--- config.mk ---
export PLATFORM = sky130hd
export DESIGN_NAME = lz77_match_scan_ctrl
export DESIGN_NICKNAME = d
export VERILOG_FILES = /design/src/rtl/lz77_match_scan_ctrl.sv
export SDC_FILE = /design/constraint.sdc
export NUM_CORES = 1
export LEC_CHECK = 0
export ABC_CLOCK_PERIOD_IN_PS = 5900
export CAP_MARGIN = 20
export CORE_MARGIN = 1
export CORE_UTILIZATION = 57
export DETAILED_ROUTE_END_ITERATION = 16
export PLACE_DENSITY = 0.86
export SYNTH_ARGS = -nofsm -noshare
export SYNTH_HDL_FRONTEND = slang
export SYNTH_SLANG_ARGS = --single-unit
--- constraint.sdc ---
create_clock -name clk -period 5.9 [get_ports clk]
set_input_delay 1.77 -clock clk [delete_from_list [all_inputs] [get_ports clk]]
set_output_delay 1.77 -clock clk [all_outputs]
set_load 0.1 [all_outputs]
--- src/rtl/lz77_match_scan_ctrl.sv ---
// Walks a 64-bit match-candidate mask and emits each set bit's 1-based position, lowest first.
// Optional abort input is enabled by defining LZ77_MATCH_SCAN_ABORT_EN.
module lz77_match_scan_ctrl #(
  parameter int DAT_WD      = 64,
  parameter int POS_WD      = 7,
  parameter int MAX_POS_NUM = 64
) (
  input  logic              clk,
  input  logic              rst,
  input  logic              start_i,
  input  logic [DAT_WD-1:0] mask_i,
`ifdef LZ77_MATCH_SCAN_ABORT_EN
  input  logic              abort_i,
`endif
  output logic              busy_o,
  output logic              pos_val_o,
  input  logic              pos_rdy_i,
  output logic [POS_WD-1:0] pos_o,
  output logic              done_o,
  output logic [POS_WD-1:0] cnt_o,
  output logic [1:0]        dbg_state
);

  typedef enum logic [1:0] {IDLE = 2'd0, SCAN = 2'd1, OUT = 2'd2, DONE = 2'd3} state_t;

  localparam logic [POS_WD-1:0] NONE    = POS_WD'(DAT_WD + 1);
  localparam logic [POS_WD-1:0] MAX_CNT = POS_WD'(MAX_POS_NUM);

  state_t            state;
  logic [DAT_WD-1:0] mask_r;
  logic [POS_WD-1:0] det;
  logic [POS_WD-1:0] cnt_inc;
  logic [5:0]        clr_idx;
  logic              hs;
  logic              abort;

`ifdef LZ77_MATCH_SCAN_ABORT_EN
  assign abort = abort_i;
`else
  assign abort = 1'b0;
`endif

  assign dbg_state = state;
  assign busy_o    = (state != IDLE);
  // Handshake: a position transfers on a cycle where pos_val_o && pos_rdy_i; pos_o is
  // held stable while valid is high and ready low; ready without valid is ignored.
  assign hs        = pos_val_o && pos_rdy_i;
  assign cnt_inc   = cnt_o + POS_WD'(1);
  assign clr_idx   = pos_o[5:0] - 6'd1;

  // Lowest-one detector; scanning from the top lets the lowest set bit win.
  always_comb begin
    det = NONE;
    for (int i = DAT_WD - 1; i >= 0; i--) begin
      if (mask_r[i]) det = POS_WD'(i + 1);
    end
  end

  always_ff @(posedge clk) begin
    if (rst) begin
      state     <= IDLE;
      mask_r    <= '0;
      pos_o     <= '0;
      pos_val_o <= 1'b0;
      done_o    <= 1'b0;
      cnt_o     <= '0;
    end else begin
      done_o <= 1'b0;
      case (state)
        IDLE: begin
          if (start_i) begin
            mask_r <= mask_i;
            cnt_o  <= '0;
            state  <= SCAN;
          end
        end
        SCAN: begin
          if (abort) begin
            mask_r <= '0;
            done_o <= 1'b1;
            state  <= DONE;
          end else if (det == NONE) begin
            done_o <= 1'b1;
            state  <= DONE;
          end else begin
            pos_o     <= det;
            pos_val_o <= 1'b1;
            state     <= OUT;
          end
        end
        OUT: begin
          if (hs) begin
            mask_r[clr_idx] <= 1'b0;
            cnt_o           <= cnt_inc;
            pos_val_o       <= 1'b0;
          end
          // Abort still lets a coincident handshake count, then drops the rest.
          if (abort) begin
            mask_r    <= '0;
            pos_val_o <= 1'b0;
            done_o    <= 1'b1;
            state     <= DONE;
          end else if (hs) begin
            if (cnt_inc == MAX_CNT) begin
              done_o <= 1'b1;
              state  <= DONE;
            end else begin
              state <= SCAN;
            end
          end
        end
        DONE: begin
          state <= IDLE;
        end
        default: state <= IDLE;
      endcase
    end
  end

endmodule

======== Word level (Yosys, flattened, before mapping) ========
Index checks and enable logic that the tools add are counted.
storage, ports and cells
  logic and storage cells ................. 115
  output and inout bits ................... 19
  bits in registers ....................... 82
cells by class
  reductions and logical operators ........ 10
  order comparisons ....................... 2
  equal/unequal tests ..................... 8
  add/subtract/negate cells ............... 2
  mux-type cells .......................... 84
  bitwise logic cells ..................... 3
operators by type and width
  operator             number
  $mux 7               65
  $mux 64              2
  $pmux 64 s2          1
  $and 64x64->64       1
  $not 64->64          1
  $eq 7x7->1 const B   2
  $pmux 7 s2           1
  $mux 1               8
  $pmux 2 s4           1
  $add 7x1->7 const B  1
  $lt 6x7->1 const B   1
  $demux 1 s6          1
  $ge 6x1->1 const B   1
  $mux 2               3
  $ne 2x2->1 const B   3
  $reduce_and 3->1     2
  $reduce_bool 2->1    3
  $sub 6x1->6 const B  1
  $eq 2x2->1 const B   2
  $pmux 1 s2           2
  $reduce_and 2->1     2
  $eq 2x1->1 const B   1
  $logic_and 1x1->1    2
  $logic_not 2->1      1
  $not 1->1            1

======== Depth between registers and ports, before layout ========
Gate-level depths: netlist (run 1).
  word-level depth ........................ 67
  gate-level depth with buffers ........... 10

======== Worst setup path after synthesis (run 1) ========
Ideal clock, no wire load.
  kind .................................... register to output
  start point ............................. reg state[0], in the netlist dbg_state[0]
  end point ............................... out busy_o
  data required time ...................... 4,130 ps
  cell stages (with the launch flop) ...... 4
  setup slack ............................. 2,067 ps
  data arrival time ....................... 2,063 ps
  path through ............................ dfxtp_1 inv_1 ha_1 inv_1
between the ends
  word-level cells in the longest chain between the ends .. 1
RTL lines
  item                      line  text
  start: declaration        29    state_t state;
  start signal: assignment  61    state <= IDLE;
  start signal: assignment  74    state <= SCAN;
  start signal: assignment  81    state <= DONE;
  $reduce_bool 2->1         44    assign busy_o = (state != IDLE);
  end: declaration          15    output logic busy_o,
No other way between the ends.

======== Final worst setup path (run 1) ========
Same ends and word-level chain as after synthesis.

==> reports/metrics.cfg, run 1 <==
[sta]
slew_viol_final=0
fin_hold_ws_ns=0.494
finalSetupViolCount=0
rsz0062_at_grt=no
min_period_ns=4.15
timing.setup.tns_ns=0
tightest_slew_ns=1.00
hold_violations=0
slew_headroom_pct=32.9
finalCritPeriodShare_pct=70.3
finClkSkew_ns=0.00974
max_freq_mhz=241

[placement]
routabilityCongestion=0.883
dpl.cell_count=743
io_buffers=86
hpwl_mm=9.30

[cts]
cts_buffer_depth=2
post-cts-setup-buffer-count=0
cts_buffers=9
htree_levels=3
cts.clk_slew.worst_paths_ns=0.08
cts_tree=yes
cts.sinks=82
cts_hold_buf=0
cts_resized=0
worstSkewPairLatency_ns=0.35
cts_root_buffer=clkbuf_8

[power]
p_per_area_nw_per_um2=495
ir_drop_mv=0.414
leakage_nw=1.97

[critical_path]
required_ns=4.13
r2r_start=dbg_state[0]$_SDFFE_PP0P_
crit_path_end_kind=primary output
crit_type=flip-flop to primary output
critPathMaxFanout=5
critical_path_arrival_ns=2.38
startpoint_type=flip-flop
crit_start=dbg_state[0]$_SDFFE_PP0P_

[cells_and_area]
final_layout_size_suffix_gt1_share_pct=6.53
syn_to_final_growth_pct=25.2
final_cells=760
fill_cells=619
mostFrequentLayoutCell=nand2_1
postLayoutCoreUtil_pct=73.7
antennaDiodeCount=0
nets=727
mostFrequentLayoutCells=nand2_1 (90), a21oi_1 (89), clkdlybuf4s50_1 (85)

[logic_synthesis]
ys_types=58
synthFlopType=dfxtp_1
avgSynthCellArea_um2=7.82
synth_edf_count=0
synthesis.area_um2=4550
synthArstFlopShare_pct=0
syn_inst=582
synth_nets=656
synth_seq_cells=82
synth_seq_area_share_pct=36.1
yosys_warnings=0

[floorplan]
die-area_um2=8340
start_util_pct=58.9
die_x_um=91.4
core_area_um2=7730
row_count=32
chipHeight_um=91.4
io_pins=87

[run_status]
run_status=finished, final reports clean

[drt]
drtPass1Iterations=6
viasPerCell=6.41
ant_nets=0
wl_mm=13.7
drtIter0Drc=338
num_vias=4873
wl_per_cell_um=18.0
drc=0

[job]
max_cap_violations=0

[global_route]
grt_max_degree=65
grt_pass1_wl_mm=21.7
grt_pass1_vias=4345
grt_usage_pct=32.8
grt_overflow=0
antenna_found_initial=0

[hold_path]
hp-start=pos_o[6]$_SDFFE_PP0P_
hold_class=flip-flop to flip-flop

[metrics by stage]
stage	power [mW]	worst slack, ns	instance area (µm²)
floorplan	1.91	2.07	4550
global placement	2.27	1.66	5450
detailed placement	2.30	1.56	5450
CTS	2.78	1.75	5680
global route	2.97	1.66	5700
finish	2.82	1.75	5700
[cell type report]
class | count | area, µm² | share of cell area [%]
Multi-Input combinational cell | 452 | 2740 | 48.0
Sequential cell | 82 | 1640 | 28.8
Timing Repair Buffer | 89 | 891 | 15.6
Clock buffer | 12 | 155 | 2.72
Tap cell | 102 | 128 | 2.24
Clock inverter | 4 | 73.8 | 1.30
Inverter | 19 | 71.3 | 1.25
[Yosys cell counts (4+ instances only)]
library cell / instances / area, µm²
nand3_1: 9 / 45.0
o21ai_0: 19 / 95.1
inv_1: 19 / 71.3
a21oi_1: 89 / 445
nand2b_1: 10 / 62.6
and3_1: 6 / 37.5
nor2b_1: 7 / 43.8
nand2_1: 90 / 338
nor3_1: 14 / 70.1
nor4_4: 4 / 85.1
o31ai_1: 4 / 30.0
nor4_1: 7 / 43.8
nand4_1: 4 / 25.0
o211ai_1: 67 / 503
clkbuf_1: 27 / 101
nor4_2: 8 / 100
nor2_1: 40 / 150
or3_1: 8 / 50.1
dfxtp_1: 82 / 1640
ha_1: 6 / 75.1
a221oi_1: 4 / 35.0
[cell families after synthesis]
group | Yosys count | synth area share, %
buffers and inverters | 48 | 3.96
AOI/OAI and AO/OA | 219 | 31.3
xor gates and xnor gates | 2 | 0.385
and+or+nand+nor | 221 | 25.7
muxes | 4 | 0.907
adders and majority gates | 6 | 1.65
DFF | 82 | 36.1
[metal layers]
metal	vias up	wire, µm	track usage (%)	share of wire, %
met4	0	453	14.4	3.3
met3	41	880	4.44	6.4
met2	230	6460	54.2	47
met5	-	0	0	0
li1	2310	-	-	-
met1	2292	5870	42.7	43
[worst max-delay path, cell delays in order, from the launching register on]
cell and delay (ns):
dfxtp_1 0.41, inv_1 0.11, ha_1 0.26, inv_1 0.10, clkdlybuf4s50_1 1.14
[path summary, 6_finish.rpt]
kind                                   to  slack, ns  cells past startpoint
setup / recovery                   busy_o       1.75                      4
hold / removal      pos_o[6]$_SDFFE_PP0P_       0.49                      2
setup reg to reg  mask_r[28]$_SDFFE_PP0P_       2.85                      9
hold reg to reg     pos_o[6]$_SDFFE_PP0P_       0.49                      2
[power breakdown]
part	internal, mW	switching (mW)
clock	0.262	0.210
combinational	0.504	1.01
sequential	0.668	0.169
total	1.43	1.39
[state kept, by name (all words and copies together) (netlist names)]
signal     flops
mask_r        64
cnt_o          7
pos_o          7
dbg_state      2
done_o         1
pos_val_o      1
Note: power is estimated with default switching activity, not from simulation.
==> run 2: changes to the inputs <==
Settings changed: ABC_CLOCK_PERIOD_IN_PS 5900 to 3760, CORE_UTILIZATION 57 to 47, PLACE_DENSITY 0.86 to 0.76.
Clock period 5.9 ns to 3.76 ns, I/O delays scaled along.
==> run 2 against run 1 <==
  * Worst hold slack improved by 0.015 ns
  * Power grew 52%
  * Setup slack got worse by 1.2 ns
  * Largest power group unchanged
==> reports/metrics.cfg, run 2 (synthesis results as in run 1) <==
[sta]
finClkSkew_ns=0.00997  ; +0.000226 ns
max_freq_mhz=315
hold_violations=0  ; unchanged
slew_headroom_pct=35.8  ; +2.9 points
timing.setup.tns_ns=0  ; unchanged
slew_viol_final=0  ; unchanged
min_period_ns=3.18
finalSetupViolCount=0  ; unchanged
rsz0062_at_grt=no
tightest_slew_ns=0.963  ; -0.0408 ns
finalWorstSetupSlack_ns=0.581  ; -1.17 ns
finalCritPeriodShare_pct=84.6

[cells_and_area]
reg.largest.list=mask_r: 64 flops, cnt_o: 7 flops, pos_o: 7 flops
final_cell_area_um2=5660  ; -0.57%
nets=729  ; +0.28%
mostFrequentLayoutCells=nand2_1 (90), a21oi_1 (89), dfxtp_1 (82)
syn_to_final_growth_pct=24.5
mostFrequentLayoutCell=nand2_1
largest_reg_flops=64  ; unchanged
antennaDiodeCount=0  ; unchanged
final_layout_size_suffix_gt1_share_pct=9.70  ; +3.2 points
regMostFlops=mask_r

[placement]
placed_area_um2=5450  ; about the same
pre_cts_ws_ns=0.225  ; -1.34 ns
routabilityCongestion=0.919  ; +4.1%
io_buffers=86  ; unchanged
hpwl_mm=9.50  ; +2.1%

[cts]
post-cts-setup-buffer-count=0  ; unchanged
worstSkewPairLatency_ns=0.36  ; about the same
cts_tree=yes
cts_buffers=9  ; unchanged
cts_buffer_depth=2  ; unchanged
cts_resized=0  ; unchanged
htree_levels=3  ; unchanged
cts.clk_slew.worst_paths_ns=0.09  ; about the same
cts_hold_buf=0  ; unchanged
cts.sinks=82  ; unchanged
cts_root_buffer=clkbuf_8

[critical_path]
path_cells=clkdlybuf4s50_1 > nand2_1 > a2bb2oi_1 > o21ai_1 > nor2b_1 > nand3_1 > o211ai_1 > a21oi_1
required_ns=3.97  ; -0.16 ns
r2r_slack_ns=1.02  ; -1.83 ns
startpoint_type=primary input
critical_path_arrival_ns=3.39  ; +1.01 ns
crit_path_end_kind=flip-flop
crit_start=pos_rdy_i
rr_worst_depth=9  ; unchanged
critPathSlowestCell=nand3_1
path_buf_inv=1  ; -2
crit_family=compound AO/OA/AOI/OAI gates
critPathMaxFanout=9  ; +4
crit_type=primary input to flip-flop
r2r_start=dbg_state[1]$_SDFFE_PP0P_
r2r-end=mask_r[60]$_SDFFE_PP0P_
cpPeakStageDelay_ns=0.52  ; -0.62 ns

[drt]
drc=0  ; unchanged
wl_mm=13.6  ; -0.78%
drtIter0Drc=478  ; +41%
drtPass1Iterations=6  ; unchanged
wl_met1_mm=6.00  ; +2.2%
wl_met2_mm=6.28  ; -2.8%
viasPerCell=6.03  ; -6.0%
topRoutingLayerUsed=met4
wl_per_cell_um=17.2  ; -4.4%
num_vias=4754  ; -2.4%
ant_nets=0  ; unchanged
met3_length_um=920  ; +4.5%

[global_route]
grt_pass1_wl_mm=21.9  ; +1.2%
grt_overflow=0  ; unchanged
grt_pass1_vias=4583  ; +5.5%
grt_max_degree=65  ; unchanged
grt_usage_pct=27.8  ; -5.0 points
antenna_found_initial=0  ; unchanged

[floorplan]
io_pins=87  ; unchanged
die_x_um=100  ; +9.9%
core_area_um2=9330  ; +21%
row_count=35  ; +9.4%
die-area_um2=10100  ; +21%
chipHeight_um=100  ; +9.9%
start_util_pct=48.8  ; -10 points

[power]
combPwrFrac_pct=54.5  ; +0.9 points
p_per_area_nw_per_um2=758  ; +53%
leakage_nw=1.99  ; +1.1%
swShare_pct=50.0  ; +0.90 points
ir_drop_mv=0.528  ; +28%
netSwitchingPower_mw=2.15  ; +55%
pwr-share-seq_pct=30.5  ; +0.8 points
p_int_mw=2.14  ; +50%
p_clk_share_pct=14.9  ; -1.9 points

[hold_path]
whs_path_depth=2  ; unchanged
worstHoldEndpoint=pos_o[6]$_SDFFE_PP0P_
hold_class=flip-flop to flip-flop
hp-start=pos_o[6]$_SDFFE_PP0P_

[run_status]
run_status=finished, final reports clean

[job]
max_cap_violations=0  ; unchanged

run 2: changes by cell type in the layout (fill, tap and decap cells not counted):
cell and delta:
buf_4 +21, bufinv_16 -1, clkbuf_8 -2, clkdlybuf4s50_1 -19
clkinv_4 +1, clkinvlp_4 +2
run 2: power groups by stage:
| stage | Combinational [mW] | Clock, mW | Sequential, mW |
|---|---|---|---|
| 5_1_grt | 2.55 | 0.690 | 1.34 |
| 4_1_cts | 2.31 | 0.652 | 1.30 |
| 2_1_floorplan | 1.51 | 0 | 1.49 |
| 3_3_place_gp | 2.25 | 0 | 1.31 |
| 3_5_place_dp | 2.29 | 0 | 1.32 |
| 6_report | 2.34 | 0.641 | 1.31 |
run 2: layout make-up:
type / count / area (µm²)
fill: 864 / 3660
multi-input combinational: 452 / 2740
sequential: 82 / 1640
timing repair buffer: 91 / 858
tap: 129 / 161
clock buffer: 10 / 128
inverter: 19 / 71.3
clock inverter: 6 / 67.6
run 2: metal layers:
layer  track usage, %  vias to the layer above
li1                 -                     2323
met1             36.6                     2213
met2             45.5                      187
met3             4.81                       31
met4             10.8                        0
met5                0                        -
run 2: worst max path at each step:
stage / to / slack, ns / depth (start not counted)
6_report: mask_r[60]$_SDFFE_PP0P_ / 0.58 / 8
2_1_floorplan: mask_r[60]$_SDFFE_PP0P_ / 0.13 / 9
4_1_cts: mask_r[60]$_SDFFE_PP0P_ / 0.60 / 8
3_5_place_dp: mask_r[60]$_SDFFE_PP0P_ / 0.22 / 8
5_1_grt: mask_r[60]$_SDFFE_PP0P_ / 0.37 / 8
3_3_place_gp: mask_r[4]$_SDFFE_PP0P_ / 0.27 / 8
run 2: stage by stage:
| stage | hold WS [ns] | power [mW] | util [%] | cells |
|---|---|---|---|---|
| CTS | 0.506 | 4.26 | 60.5 | 788 |
| finish | 0.509 | 4.29 | 60.7 | 789 |
| global placement | 0.491 | 3.55 | 58.4 | 772 |
| global route | 0.526 | 4.58 | 60.7 | 789 |
| detailed placement | 0.494 | 3.61 | 58.4 | 772 |
| floorplan | 0.474 | 3.00 | - | 582 |
run 2: tightest hold or removal path: stages (launching register included):
cell,delay [ns]
dfxtp_1,0.34
nand3_1,0.07
a21oi_1,0.06
